===== config.mk =====
export PLATFORM = sky130hd
export DESIGN_NAME = control_unit
export DESIGN_NICKNAME = d
export VERILOG_FILES = /design/src/rtl/control_unit.sv
export SDC_FILE = /design/constraint.sdc
export NUM_CORES = 1
export LEC_CHECK = 0
export CAP_MARGIN = 20
export CORE_ASPECT_RATIO = 0.7
export CORE_MARGIN = 2
export CORE_UTILIZATION = 50
export DETAILED_ROUTE_END_ITERATION = 16
export GPL_TIMING_DRIVEN = 0
export HOLD_SLACK_MARGIN = 0.05
export PLACE_DENSITY = 0.85
export REMOVE_ABC_BUFFERS = 1
export SYNTH_ARGS = -nofsm -noshare
export SYNTH_HDL_FRONTEND = slang
export SYNTH_SLANG_ARGS = --single-unit

===== constraint.sdc =====
create_clock -name clk -period 2.4 [get_ports clk]
set_input_delay 0.36 -clock clk [delete_from_list [all_inputs] [get_ports clk]]
set_output_delay 0.36 -clock clk [all_outputs]
set_load 0.05 [all_outputs]

===== src/rtl/control_unit.sv =====
// control_unit: multi-cycle RV32I control FSM. Decodes the latched
// opcode/funct fields into ALU codes, datapath mux selects and write
// strobes, runs the single-port memory handshake for fetch/load/store,
// and traps (sticky) on instructions the ALU cannot execute.
// Ports:
//   clk, resetn (async, active-low)
//   opcode[6:0], funct3[2:0], funct7b5 : instruction register fields
//   alu_result_b0 : branch condition, mem_ready : transfer done
//   mem_valid, mem_write, adr_src      : memory request
//   ir_write, pc_write, reg_write      : write strobes
//   alu_src_a, alu_src_b, result_src, imm_src, alu_control : selects
//   trap : illegal instruction
module control_unit (
    input  logic       clk,
    input  logic       resetn,
    input  logic [6:0] opcode,
    input  logic [2:0] funct3,
    input  logic       funct7b5,
    input  logic       alu_result_b0,
    input  logic       mem_ready,
    output logic       mem_valid,
    output logic       mem_write,
    output logic       adr_src,
    output logic       ir_write,
    output logic       pc_write,
    output logic       reg_write,
    output logic [1:0] alu_src_a,
    output logic [1:0] alu_src_b,
    output logic [1:0] result_src,
    output logic [2:0] imm_src,
    output logic [3:0] alu_control,
    output logic       trap
);

    localparam logic [6:0] OP_LOAD  = 7'b0000011;
    localparam logic [6:0] OP_STORE = 7'b0100011;
    localparam logic [6:0] OP_R     = 7'b0110011;
    localparam logic [6:0] OP_I     = 7'b0010011;
    localparam logic [6:0] OP_BR    = 7'b1100011;
    localparam logic [6:0] OP_JAL   = 7'b1101111;
    localparam logic [6:0] OP_JALR  = 7'b1100111;
    localparam logic [6:0] OP_LUI   = 7'b0110111;
    localparam logic [6:0] OP_AUIPC = 7'b0010111;

    localparam logic [3:0] ALU_ADD  = 4'b0000;
    localparam logic [3:0] ALU_SUB  = 4'b0001;
    localparam logic [3:0] ALU_AND  = 4'b0010;
    localparam logic [3:0] ALU_OR   = 4'b0100;
    localparam logic [3:0] ALU_EQ   = 4'b0101;
    localparam logic [3:0] ALU_XOR  = 4'b0110;
    localparam logic [3:0] ALU_SLL  = 4'b0111;
    localparam logic [3:0] ALU_NEQ  = 4'b1010;
    localparam logic [3:0] ALU_LTU  = 4'b1011;
    localparam logic [3:0] ALU_GTEU = 4'b1111;

    localparam logic [2:0] IMM_I = 3'b000;
    localparam logic [2:0] IMM_S = 3'b001;
    localparam logic [2:0] IMM_B = 3'b010;
    localparam logic [2:0] IMM_U = 3'b011;
    localparam logic [2:0] IMM_J = 3'b100;

    typedef enum logic [3:0] {
        S_FETCH, S_DECODE, S_MEMADR, S_MEMREAD,
        S_MEMWB, S_MEMWRITE, S_EXECR, S_EXECI,
        S_BRANCH, S_JAL, S_JALR, S_JALRWB,
        S_LUI, S_AUIPC, S_ALUWB, S_TRAP
    } state_t;

    state_t     r_state;
    state_t     w_dec_next;
    logic       w_arith_ok;
    logic       w_br_ok;
    logic [3:0] w_arith_code;
    logic [3:0] w_br_code;

    // Right shifts and signed compares have no ALU code: refuse them.
    assign w_arith_ok = !((funct3 == 3'b010) || (funct3 == 3'b101) ||
                          ((funct3 == 3'b001) && funct7b5));
    assign w_br_ok    = (funct3 == 3'b000) || (funct3 == 3'b001) ||
                        (funct3 == 3'b110) || (funct3 == 3'b111);

    always_comb begin
        w_arith_code = ALU_ADD;
        case (funct3)
            3'b000: w_arith_code = (r_state == S_EXECR && funct7b5)
                                   ? ALU_SUB : ALU_ADD;
            3'b111: w_arith_code = ALU_AND;
            3'b110: w_arith_code = ALU_OR;
            3'b100: w_arith_code = ALU_XOR;
            3'b011: w_arith_code = ALU_LTU;
            3'b001: w_arith_code = ALU_SLL;
            default: w_arith_code = ALU_ADD;
        endcase
    end

    always_comb begin
        w_br_code = ALU_ADD;
        case (funct3)
            3'b000: w_br_code = ALU_EQ;
            3'b001: w_br_code = ALU_NEQ;
            3'b110: w_br_code = ALU_LTU;
            3'b111: w_br_code = ALU_GTEU;
            default: w_br_code = ALU_ADD;
        endcase
    end

    always_comb begin
        w_dec_next = S_TRAP;
        case (opcode)
            OP_LOAD, OP_STORE: w_dec_next = S_MEMADR;
            OP_R:     w_dec_next = w_arith_ok ? S_EXECR : S_TRAP;
            OP_I:     w_dec_next = w_arith_ok ? S_EXECI : S_TRAP;
            OP_BR:    w_dec_next = w_br_ok ? S_BRANCH : S_TRAP;
            OP_JAL:   w_dec_next = S_JAL;
            OP_JALR:  w_dec_next = S_JALR;
            OP_LUI:   w_dec_next = S_LUI;
            OP_AUIPC: w_dec_next = S_AUIPC;
            default:  w_dec_next = S_TRAP;
        endcase
    end

    always_ff @(posedge clk or negedge resetn) begin
        if (!resetn) begin
            r_state <= S_FETCH;
        end else begin
            case (r_state)
                S_FETCH:    if (mem_ready) r_state <= S_DECODE;
                S_DECODE:   r_state <= w_dec_next;
                S_MEMADR:   r_state <= (opcode == OP_STORE)
                                       ? S_MEMWRITE : S_MEMREAD;
                S_MEMREAD:  if (mem_ready) r_state <= S_MEMWB;
                S_MEMWRITE: if (mem_ready) r_state <= S_FETCH;
                S_EXECR,
                S_EXECI,
                S_JAL,
                S_LUI,
                S_AUIPC:    r_state <= S_ALUWB;
                S_JALR:     r_state <= S_JALRWB;
                S_MEMWB,
                S_BRANCH,
                S_JALRWB,
                S_ALUWB:    r_state <= S_FETCH;
                S_TRAP:     r_state <= S_TRAP;
                default:    r_state <= S_TRAP;
            endcase
        end
    end

    // Outputs are decoded from state; reset forces them all low so an
    // in-flight transfer is abandoned without waiting for a clock edge.
    always_comb begin
        mem_valid   = 1'b0;
        mem_write   = 1'b0;
        adr_src     = 1'b0;
        ir_write    = 1'b0;
        pc_write    = 1'b0;
        reg_write   = 1'b0;
        alu_src_a   = 2'b00;
        alu_src_b   = 2'b00;
        result_src  = 2'b00;
        imm_src     = 3'b000;
        alu_control = ALU_ADD;
        trap        = 1'b0;
        if (resetn) begin
            case (r_state)
                S_FETCH: begin
                    mem_valid  = 1'b1;
                    alu_src_b  = 2'b10;
                    result_src = 2'b10;
                    ir_write   = mem_ready;
                    pc_write   = mem_ready;
                end
                S_DECODE: begin
                    alu_src_a = 2'b01;
                    alu_src_b = 2'b01;
                    imm_src   = (opcode == OP_JAL) ? IMM_J : IMM_B;
                end
                S_MEMADR: begin
                    alu_src_a = 2'b10;
                    alu_src_b = 2'b01;
                    imm_src   = (opcode == OP_STORE) ? IMM_S : IMM_I;
                end
                S_MEMREAD: begin
                    mem_valid = 1'b1;
                    adr_src   = 1'b1;
                end
                S_MEMWB: begin
                    result_src = 2'b01;
                    reg_write  = 1'b1;
                end
                S_MEMWRITE: begin
                    mem_valid = 1'b1;
                    mem_write = 1'b1;
                    adr_src   = 1'b1;
                end
                S_EXECR: begin
                    alu_src_a   = 2'b10;
                    alu_control = w_arith_code;
                end
                S_EXECI: begin
                    alu_src_a   = 2'b10;
                    alu_src_b   = 2'b01;
                    imm_src     = IMM_I;
                    alu_control = w_arith_code;
                end
                S_BRANCH: begin
                    alu_src_a   = 2'b10;
                    alu_control = w_br_code;
                    pc_write    = alu_result_b0;
                end
                S_JAL: begin
                    alu_src_a = 2'b01;
                    alu_src_b = 2'b10;
                    pc_write  = 1'b1;
                end
                S_JALR: begin
                    alu_src_a  = 2'b10;
                    alu_src_b  = 2'b01;
                    imm_src    = IMM_I;
                    result_src = 2'b10;
                    pc_write   = 1'b1;
                end
                S_JALRWB: begin
                    alu_src_a  = 2'b01;
                    alu_src_b  = 2'b10;
                    result_src = 2'b10;
                    reg_write  = 1'b1;
                end
                S_LUI: begin
                    alu_src_a = 2'b11;
                    alu_src_b = 2'b01;
                    imm_src   = IMM_U;
                end
                S_AUIPC: begin
                    alu_src_a = 2'b01;
                    alu_src_b = 2'b01;
                    imm_src   = IMM_U;
                end
                S_ALUWB: begin
                    reg_write = 1'b1;
                end
                S_TRAP: begin
                    trap = 1'b1;
                end
                default: begin
                    trap = 1'b1;
                end
            endcase
        end
    end

endmodule

* Word level (Yosys, flattened, before mapping)
Index checks and enable logic that the tools add are counted.
** Cells by class
- Eq/ne operators :: 34
- Mux-type cells :: 38
- Reduce and logical (&&, ||, !) cells :: 24
** Operators by type and width (number)
- 4-bit one-hot mux with 9 select lines :: 1
- 4-bit == test (second input constant) :: 8
- 4-bit one-hot mux with 8 select lines :: 1
- 4-bit 2-to-1 mux :: 6
- 4-bit one-hot mux with 6 select lines :: 1
- 7-bit by 6-bit == test with 1-bit output (second input constant) :: 3
- 7-bit == test (second input constant) :: 3
- 4-bit by 3-bit == test with 1-bit output (second input constant) :: 4
- 4-bit one-hot mux with 4 select lines :: 1
- 1-bit 2-to-1 mux :: 15
- 7-bit by 5-bit == test with 1-bit output (second input constant) :: 2
- 3-bit == test (second input constant) :: 4
- 3-bit 2-to-1 mux :: 4
- 3-bit OR reduction :: 4
- 2-bit OR reduction :: 5
- 5-bit OR reduction :: 2
- 3-bit one-hot mux with 3 select lines :: 1
- 4-bit by 2-bit == test with 1-bit output (second input constant) :: 2
- 2-bit one-hot mux with 2 select lines :: 2
- 4-bit one-hot mux with 2 select lines :: 1
- 4-bit OR reduction :: 2
- 7-bit by 2-bit == test with 1-bit output (second input constant) :: 1
- 3-bit by 2-bit == test with 1-bit output (second input constant) :: 2
- 2-bit 2-to-1 mux :: 3
- 11 further kinds :: 18
** Storage, ports and cells
- Register bits :: 4
- Input bits :: 15
- Logic and storage cells :: 97

* Logic depth before layout (Yosys ltp)
- Word-level depth :: 7
- Gate-level depth with buffers :: 7
- Depth with buffers taken out :: 5

* Worst setup path after synthesis
OpenSTA, ideal clock, no wires.
- Path type :: reg-to-output
- From :: reg r_state[1]
- To :: out result_src[0]
- Arrival :: 1.973 ns
- Slack :: 0.067 ns
- Cell stages (with the launch flop) :: 5
- Path through :: dfrtp_1 > buf_2 > buf_4 > buf_6 > nor3_1
** Between the ends
- Longest elaborated chain between the ends :: 4
** RTL lines
- start, declared :: line 69 : state_t r_state;
- start signal, assigned :: line 128 : S_DECODE: r_state <= w_dec_next;
- start signal, assigned :: line 129 : S_MEMADR: r_state <= (opcode == OP_STORE)
- 4-bit == test or 4-bit zero test (tied branches) :: line 165 : case (r_state)
- 3-bit OR reduction (no line)
- 2-bit one-hot mux with 2 select lines (*) :: line 165
- 2-bit 2-to-1 mux (*) :: line 164 : if (resetn) begin
- end, declared :: line 29 : output logic [1:0] result_src,
Every way passes the cells marked *; elsewhere a longest branch is shown, timed or not.

* Worst setup path in the final report
- From :: reg r_state[2]
- To :: out alu_control[2]
** Between the ends
- Longest elaborated chain between the ends :: 4
** RTL lines
- 4-bit by 3-bit == test with 1-bit output :: line 165
- 2-bit OR reduction (no line)
- 4-bit one-hot mux with 2 select lines (*) :: line 165
- 4-bit 2-to-1 mux (*) :: line 164
- end, declared :: line 31 : output logic [3:0] alu_control,
Marked as above.

==> results.txt <==
* Result of the run: completed
- In this run, the combinational gates consume 75.1% of the power.
- Die area: 2560 um2
- The largest registers in the layout are r_state x4.
- dfrtp_1 takes more of the synthesized area than any other cell.
* Summed negative setup slack over all endpoints: 0 ns
- DRC viols: 0
- In this run, post-CTS hold repair placed 0 buffers.
- The number of antenna violations at the first check in global routing was 0.
- # setup viols final: 0
- Setup slack on the worst flop-to-flop path: 0.57 ns
- Die Y: 43.0 um
* Area fraction of the dominant cell type after synthesis: 9.24%
- Type of the worst setup path: reg2out
- Seq pwr share: 18.9%
- Clock tree root driver cell: clkbuf_4
* Summed instance area of the synthesized netlist: 1080 um2
* Peak Freq: 429 MHz
- After detailed routing, the total wire length is 3160 um.
- Along the worst path, the maximum fanout reaches 14.
* Internal power: 634 uW
* Worst path max stage delay: 0.56 ns
- The share of total power dissipated in the clock network is 6.1%.
* HPWL after detailed placement: 1990 um
- Initial cell density of the core: 51.5%
* CTS buffer count: 3
* Final non-filler cell area: 1410 um2
- The number of global-route vias before repair is 1,038.
- Synthesis produced a netlist whose cell count is 161.
- The area growth from synthesis to layout is 30.5%.
* Worst-path cell chain: nor4b_4 -> nand2_1 -> a211oi_2 -> a21oi_1 -> nor2b_1 -> buf_6
- TritonCTS built the clock tree.
- The synthesized netlist contains 54 unique library cells.
* Type of origin of the critical path: flop
- Synth Warn #: 0
- The worst setup path is captured at a primary output.
* Nets: 204
- Global-route wire length before repair: 4840 um
* Core area: 2100 um2
- Design Power: 1560 uW
- Aggregate global routing overflow: 0
- Setup repair after global routing could not meet its margin everywhere.
- Clock-pin slew was measured on the worst setup and hold paths at 0.04 ns.
- After the first detailed-routing iteration, the DRC count stood at 112.
- Leakage power: 0.000590 uW
* Clock buffer depth: 2
- Number of violations of the max-capacitance limit: 0
- Sorting the synthesized cells by area gives the leading types as dfrtp_1 (9.2%), nand2_1 (6.9%), a21oi_1 (5.5%).
- Main flop type after synthesis: dfrtp_1
- Cells with a size suffix above 1 make up 18.7% of the layout.
* Proportion of register bits with asynchronous set or reset after synthesis: 100%
- Areal power density over the cells: 1100 nW/um2
- Ranked by flip-flop count, first place goes to r_state.
- At the worst endpoint, the arrival time is 1.97 ns.
* TritonCTS Sinks: 4
- Number of cell rows: 14
- Sorting the synthesized cells by how often they occur yields nand2_1 (20), nor2_1 (16), a21oi_1 (12), o21ai_0 (10), nand2b_1 (7).
* Portion of the post-synthesis area used by sequential elements: 9.24%
* Final worst path period need: 2.33 ns
- Post-synthesis register bit count: 4
* Most frequent cell after synthesis: nand2_1
- Port bufs: 34
* Largest net degree at the start of global routing: 34
- At the end of routability-driven placement, the weighted congestion stood at 0.863.
* Kind of path behind the tightest hold check: in2async
- For this design the total switching power over the nets is 924 uW.
- Across the VDD grid, the largest voltage drop is 755 uV.
- Cell area after placement: 1340 um2
- Dividing the detail-routed wire length by the instance count gives 15.0 um.
* Worst slack on hold paths: 0.126 ns
* Total via count in the routed design: 1,328
- EDFF count, synth: 0
- The final count of pins violating max slew is 0.
- Worst-skew pair later-pin latency: 0.26 ns
- In the global route stage, overall resource usage came out at 24.2%.
* Hold Fails Final Rpt: 0
* Count of TritonRoute iterations in the first routing pass: 5
- Tightest slew margin relative to the limit: 67.2%
* Vias per cell: 6.29
* R2R depth: 6
* Number of H-tree levels: 1
- Critical path required time: 2.04 ns
- Die width: 59.6 um
* Largest register FFs: 4
- The largest individual stage delay along the critical path comes from the cell dfrtp_4.
- In this run switching power makes up 59.3% of total power.
* Final period utilization: 97.1%
- Top-level port count: 35
- The count of nets left with antenna violations once routing finished came out at 0.
- For the pin with the worst max-slew slack, the measured transition is 0.491 ns.
- Antenna fix cells: 0
* Clock skew: 0.00628 ns
- Syn avg cell area: 6.73 um2
-- cell families (layout without fill, tap and decap cells) --
logic type | Yosys count | after routing | share of synthesized area, %
buffers and inverters | 20 | 46 | 12.2
XOR/XNOR | 3 | 3 | 2.43
AND/OR/NAND/NOR | 83 | 83 | 44.9
AO/OA/AOI/OAI | 50 | 50 | 30.1
flip-flops | 4 | 4 | 9.24
multiplexers | 1 | 1 | 1.04
-- power by group through the flow --
stage	logic, uW	clock network, uW	registers [uW]
floorplan	793	0	262
global placement	1040	0	311
detailed placement	1060	0	322
CTS	1020	94.5	342
global route	1290	102	310
finish	1170	94.4	294
-- cell usage in the layout, fill, tap and decap left out, types with 4 or more instances in the layout --
| cell type | synthesis | layout |
|---|---|---|
| a21oi_1 | 12 | 12 |
| buf_4 | 3 | 5 |
| clkbuf_4 | 0 | 5 |
| clkdlybuf4s50_1 | 0 | 13 |
| dfrtp_4 | 0 | 4 |
| dlygate4sd2_1 | 0 | 7 |
| inv_1 | 4 | 4 |
| nand2_1 | 20 | 20 |
| nand2b_1 | 7 | 7 |
| nor2_1 | 16 | 16 |
| nor2b_1 | 5 | 5 |
| nor3_1 | 6 | 5 |
| o21ai_0 | 10 | 9 |
-- what timing repair did --
item                                    CTS  global route
setup buffers                             0             5
endpoints found under the setup margin   20            13
pin swaps                                 0             1
resized for setup                        55            21
-- layer usage --
layer / track usage (%) / wire length (um) / vias up
li1: - / - / 642
met1: 33.6 / 1340 / 613
met2: 38.7 / 1510 / 69
met3: 5.49 / 275 / 4
met4: 4.00 / 36 / 0
met5: 0 / 0 / -
-- metrics by stage --
stage | std cells | worst slack [ns] | util, %
3_5_place_dp | 203 | -0.585 | 63.6
4_1_cts | 206 | -0.0345 | 65.2
2_1_floorplan | 145 | -0.103 | -
3_3_place_gp | 203 | -0.505 | 63.6
5_1_grt | 211 | -0.0464 | 67.3
6_report | 211 | 0.0703 | 67.3
-- critical path: cells and delay by family, from the launching register on --
kind	cells	cell delay (ns)
compound gates	2	0.29
flops	1	0.56
simple gates	3	0.69
buf+inv	1	0.17
-- area by class of cell --
cell class	instances	area, um2
clock buffer	3	22.5
inverter	4	15.0
tap	24	30.0
timing repair buffer	39	355
multi-input combinational	137	876
sequential	4	115
fill	196	688
-- final timing paths --
check,startpoint,to
min in group clk,opcode[2],r_state[1]
worst min register to register,r_state[3],r_state[2]
worst max register to register,r_state[1],r_state[1]
worst min-delay path,resetn,r_state[3]
worst max-delay path,r_state[2],alu_control[2]
max in group asynchronous,resetn,r_state[1]
(Power assumes the default switching activity.)
